--- config.mk ---
export PLATFORM = sky130hd
export DESIGN_NAME = mem_arbiter
export DESIGN_NICKNAME = d
export VERILOG_FILES = /design/src/rtl/mem_arbiter.sv
export SDC_FILE = /design/constraint.sdc
export NUM_CORES = 1
export LEC_CHECK = 0
export BUFFER_PORTS_ARGS = -buffer_cell sky130_fd_sc_hd__buf_2
export CAP_MARGIN = 10
export CORE_ASPECT_RATIO = 1.4
export CORE_MARGIN = 2
export CORE_UTILIZATION = 36
export DETAILED_ROUTE_END_ITERATION = 12
export HOLD_SLACK_MARGIN = 0.12
export PLACE_DENSITY = 0.76
export RECOVER_POWER = 25
export SYNTH_ARGS = -nofsm -noshare
export SYNTH_HDL_FRONTEND = slang
export SYNTH_SLANG_ARGS = --single-unit
export TNS_END_PERCENT = 20
--- constraint.sdc ---
create_clock -name clk -period 1.62 [get_ports clk]
set_input_delay 0.324 -clock clk [delete_from_list [all_inputs] [get_ports clk]]
set_output_delay 0.324 -clock clk [all_outputs]
set_load 0.05 [all_outputs]
--- src/rtl/mem_arbiter.sv ---
// rtl/mem_arbiter.sv - two-requester round-robin arbiter/sequencer for a single-port 64x8 memory
module mem_arbiter #(
    parameter int AW    = 6,
    parameter int DW    = 8,
    parameter bit RR_EN = 1'b1
) (
    input  logic          clk,
    input  logic          rst_n,
    input  logic          req_a,
    input  logic          we_a,
    input  logic [AW-1:0] addr_a,
    input  logic [DW-1:0] wdata_a,
    output logic          gnt_a,
    output logic          rvalid_a,
    output logic [DW-1:0] rdata_a,
    input  logic          req_b,
    input  logic          we_b,
    input  logic [AW-1:0] addr_b,
    input  logic [DW-1:0] wdata_b,
    output logic          gnt_b,
    output logic          rvalid_b,
    output logic [DW-1:0] rdata_b,
    output logic          mem_ren,
    output logic          mem_wen,
    output logic [AW-1:0] mem_addr,
    output logic [DW-1:0] mem_din,
    input  logic [DW-1:0] mem_dout,
    output logic          busy
);

    typedef enum logic [1:0] {IDLE, ACCESS, RESP} state_t;

    state_t        state, state_nx;
    logic          sel_b;
    logic          we_r;
    logic          last_b;
    logic [AW-1:0] addr_r;
    logic [DW-1:0] wdata_r;
    logic          pick;
    logic          pick_b;

    // On a tie, round-robin hands the port to whoever was not served last.
    always_comb begin
        pick   = req_a | req_b;
        pick_b = req_b;
        if (req_a && req_b) begin
            pick_b = RR_EN ? !last_b : 1'b0;
        end
    end

    always_ff @(posedge clk or negedge rst_n) begin
        if (!rst_n) begin
            state   <= IDLE;
            sel_b   <= 1'b0;
            we_r    <= 1'b0;
            last_b  <= 1'b1;
            addr_r  <= '0;
            wdata_r <= '0;
        end else begin
            state <= state_nx;
            if (state == IDLE && pick) begin
                sel_b   <= pick_b;
                last_b  <= pick_b;
                we_r    <= pick_b ? we_b : we_a;
                addr_r  <= pick_b ? addr_b : addr_a;
                wdata_r <= pick_b ? wdata_b : wdata_a;
            end
        end
    end

    // Memory strobes decode from registered state only, so reset drops them immediately.
    always_comb begin
        state_nx = state;
        gnt_a    = 1'b0;
        gnt_b    = 1'b0;
        rvalid_a = 1'b0;
        rvalid_b = 1'b0;
        mem_ren  = 1'b0;
        mem_wen  = 1'b0;
        case (state)
            IDLE: begin
                if (pick) state_nx = ACCESS;
            end
            ACCESS: begin
                gnt_a    = !sel_b;
                gnt_b    = sel_b;
                mem_wen  = we_r;
                mem_ren  = !we_r;
                state_nx = we_r ? IDLE : RESP;
            end
            RESP: begin
                rvalid_a = !sel_b;
                rvalid_b = sel_b;
                state_nx = IDLE;
            end
            default: state_nx = IDLE;
        endcase
    end

    assign mem_addr = addr_r;
    assign mem_din  = wdata_r;
    assign rdata_a  = rvalid_a ? mem_dout : '0;
    assign rdata_b  = rvalid_b ? mem_dout : '0;
    assign busy     = (state != IDLE);

endmodule

Word level (Yosys, flattened, before mapping)

Cells that the tools add are included.

Output and inout port bits: 37
Logic and storage cells: 32
Register bits after elaboration: 19

Bitwise gates (word level): 1
Equality and inequality tests: 3
Reductions and logical operators: 7
Muxes and demuxes: 15

Operators with widths:

| kind               | number |
|---|---|
| $mux 8             | 3 |
| $mux 1             | 8 |
| $mux 6             | 1 |
| $mux 2             | 2 |
| $pmux 2 s2         | 1 |
| $logic_not 1->1    | 3 |
| $eq 2x1->1 const B | 1 |
| $eq 2x2->1 const B | 1 |
| $logic_and 1x1->1  | 2 |
| $logic_not 2->1    | 1 |
| $ne 2x2->1 const B | 1 |
| $reduce_bool 2->1  | 1 |
| $or 1x1->1         | 1 |

Logic depth before layout (Yosys ltp)

Depth in word-level cells: 3
Gate-level depth with buffers: 5

Least setup slack after synthesis

No wires, ideal clock.

Path type: register -> output
Start: reg sel_b
End: out rdata_b[0]
Data arrival time: 2431 ps
Slack: -1135 ps
Data required time: 1296 ps
Stages on the path, launching flop included: 4
Cell sequence: dfrtp_1 inv_1 nor3b_1 and2_1

Cells in the longest elaborated chain, start to end: 2

Ends and longest elaborated chain:

| element                | line | RTL |
|---|---|---|
| start, declared        | 34   | `logic sel_b;` |
| start signal, assigned | 62   | `sel_b <= pick_b;` |
| $mux 1                 | 80   | `case (state)` |
| net rvalid_b           | 21   | `output logic rvalid_b,` |
| $mux 8                 | 103  | `assign rdata_b = rvalid_b ? mem_dout : '0;` |
| end, declared          | 22   | `output logic [DW-1:0] rdata_b,` |

The timed path passes the listed nets, and every way through them passes these cells.

Worst setup path in the final report

Start: reg sel_b
End: out rdata_b[4]

Cells in the longest elaborated chain, start to end: 2

Ends and longest elaborated chain:

| element | line |
|---|---|
| $mux 1  | 80 |
| $mux 8  | 103 |

Every way passes these cells.

==> flow_metrics.env <==
export IMPL_status="complete, but fails checks"
export IMPL_failed_checks="setup timing"
export IMPL_die_area_um2=3420
export IMPL_fin_crit_sh=1.07
export IMPL_synth_warnings=0
export IMPL_die_x_um=50.0
export IMPL_fin_worst_hold_slack_ps=261
export IMPL_worstPathCellList="inv_2 -> nor3b_4 -> buf_4 -> and2_4 -> buf_8"
export IMPL_clock_path_buffers=2
export IMPL_slew_violations=0
export IMPL_drive_gt1_frac=0.791
export IMPL_routed_wl_met3_um=215
export IMPL_row_count=23
export IMPL_slowest_delay_ps=430
export IMPL_die_h_um=68.4
export IMPL_num_vias=976
export IMPL_cp_end_kind="output pin"
export IMPL_ios=79
export IMPL_clock_sinks=19
export IMPL_fmax_ghz=0.577
export IMPL_drtIter0Drc=10
export IMPL_place_inst=201
export IMPL_grt_pass1_vias=1059
export IMPL_finalClockSkew_ps=2.00
export IMPL_maxCapViolations=0
export IMPL_path_clk_slew_ps=70
export IMPL_critPathCapture="rdata_b[4]"
export IMPL_first_pass_iters=4
export IMPL_synth_cells=86
export IMPL_ys_ff_latch=19
export IMPL_syn_nets=128
export IMPL_cts_buffers=3
export IMPL_start_util=0.374
export IMPL_syn_to_final_growth_pct=65.3
export IMPL_synth_top_area_cell="dfrtp_1"
export IMPL_core_um2=2850
export IMPL_p_per_area_nw_per_um2=2040
export IMPL_route_met2_wl_um=1640
export IMPL_critPathMaxFanout=5
export IMPL_post_route_min_period_ps=1730
export IMPL_layout_setup_ws_ps=-113
export IMPL_crit_family="flip-flops"
export IMPL_synth_commonest_cells="mux2_2 (20), dfrtp_1 (18), and2_1 (16)"
export IMPL_routed_wl_um=2840
export IMPL_vias_per_cell=4.67
export IMPL_vdd_drop_max_v=0.00103
export IMPL_final_cells=209
export IMPL_r2r_slack_ps=40
export IMPL_hold_viol=0
export IMPL_p_leak_nw=0.920
export IMPL_cts_tree="done"
export IMPL_numPortBuffers=78
export IMPL_setup_viol=18
export IMPL_synth_edf_count=0
export IMPL_dp_hpwl_um=2160
export IMPL_cp_arrival_ps=1410
export IMPL_synth_top_area_frac=0.423
export IMPL_cp_num_buf_inv=3
export IMPL_slew_headroom=0.314
export IMPL_yosysSeqAreaShare=0.447
export IMPL_route_detailed_drc=0
export IMPL_regToRegEndpoint="mem_din[2]$_DFFE_PN0P_"
export IMPL_synth_most_common_cell="mux2_2"
export IMPL_ys_flop_type="dfrtp_1"
export IMPL_top_layer="met4"
export IMPL_syn_area_per_cell_um2=12.4
export IMPL_overflow=0
export IMPL_startpoint_type="flip-flop"
export IMPL_cp_startpoint="sel_b$_DFFE_PN0P_"
export IMPL_tightest_slew_ps=1030
export IMPL_crit_type="flip-flop to output pin"
export IMPL_num_antenna_cells=0
export IMPL_cp_slowest_cell="dfrtp_2"
export IMPL_power_mw=3.60
export IMPL_cts_root_buf="clkbuf_8"
export IMPL_syn_cell_area_um2=1070
export IMPL_antenna_found_initial=0
export IMPL_grt_max_degree=20
export IMPL_r2r_cells=4
export IMPL_regToRegStartpoint="last_b$_DFFE_PN1P_"
export IMPL_antenna_left=0
export IMPL_grtUsageTotal=0.178
export IMPL_yosysUniqueCellTypes=17
export IMPL_nets=215
export IMPL_async_flop_share=1.00
export IMPL_place_congestion=0.676
export IMPL_clock_latency_ps=250
export IMPL_hp_class="input pin to flip-flop"
export IMPL_required_ps=1300
export IMPL_ys_top_cells_by_area="dfrtp_1 (42%), mux2_2 (21%), mux2_4 (11%), and2_1 (9.4%), dfstp_2 (2.5%)"
export IMPL_met1_length_um=966
export IMPL_htree_levels=1
export IMPL_wl_per_cell_um=13.6
export IMPL_path_depth=5
export IMPL_rsz0062_at_grt="yes"
export IMPL_grt_pass1_wl_um=4680
==> report_power, final <==
| group | total [mW] | switching [mW] | internal (mW) |
|---|---|---|---|
| registers | 0.912 | 0.178 | 0.735 |
| clock network | 0.313 | 0.138 | 0.174 |
| logic | 2.38 | 1.56 | 0.816 |
==> registers in the layout, summed over array words and instances (netlist names) <==
name      count
last_b        1
sel_b         1
mem_addr      6
we_r          1
mem_din       8
state         2
==> final cells by class <==
type	instances	area [um^2]
Fill cell	234	1090
Multi-Input combinational cell	61	609
Timing Repair Buffer	84	567
Sequential cell	19	479
Tap cell	37	46.3
Clock buffer	4	45.0
Inverter	4	15.0
==> worst min path at each step <==
stage                from                       to  slack, ps  depth (start not counted)
floorplan           rst_n  mem_addr[0]$_DFFE_PN0P_         30                          0
global placement    rst_n   mem_din[1]$_DFFE_PN0P_        270                          1
detailed placement  rst_n   mem_din[6]$_DFFE_PN0P_        290                          1
CTS                 req_a       last_b$_DFFE_PN1P_        260                          2
global route        req_a       last_b$_DFFE_PN1P_        260                          2
finish              req_a       last_b$_DFFE_PN1P_        260                          2
==> metal layers <==
layer / up-vias / GRT usage
li1: 463 / -
met1: 454 / 0.170
met2: 57 / 0.370
met3: 2 / 0.0393
met4: 0 / 0.0521
met5: - / 0
==> what timing repair did <==
action | 4_1_cts | 5_1_grt
resized for setup | 36 | 7
endpoints found under the setup margin | 19 | 24
hold endpoints to repair | 18 | 0
cloned | 1 | 0
pin swaps | 2 | 0
hold buffers | 1 | 0
setup buffers | 2 | 0
==> placed cells by master, fill, tap and decap left out, types with 3 or more instances in the layout <==
cell	count
buf_8	5
buf_2	57
and2_4	8
dfrtp_1	16
inv_1	3
and2_2	8
mux2_2	20
buf_6	8
buf_4	10
clkbuf_8	3
mux2_4	8
nor2_1	6
==> cells by family after synthesis <==
kind of cell,count (synthesis),synth area share
and+or+nand+nor,25,0.135
muxes,30,0.343
AOI/OAI and AO/OA,5,0.0329
buffers and inverters,7,0.0423
DFF,19,0.447
==> through the flow <==
stage | setup TNS (ps) | area [um^2] | util | setup slack [ps]
detailed placement | -74.7 | 1560 | 0.548 | -19.8
global route | -2930 | 1760 | 0.618 | -182
floorplan | -2550 | 1120 | - | -179
CTS | -1100 | 1750 | 0.615 | -93.1
finish | -1400 | 1760 | 0.618 | -113
global placement | 0 | 1560 | 0.548 | 33.7
==> worst reg2reg max path, cell delays in order, from the launching register on <==
cell and delay (ps):
dfstp_2 540, a21bo_1 140, buf_12 170, mux2_2 350
mux2_2 260
(Power assumes the default switching activity.)
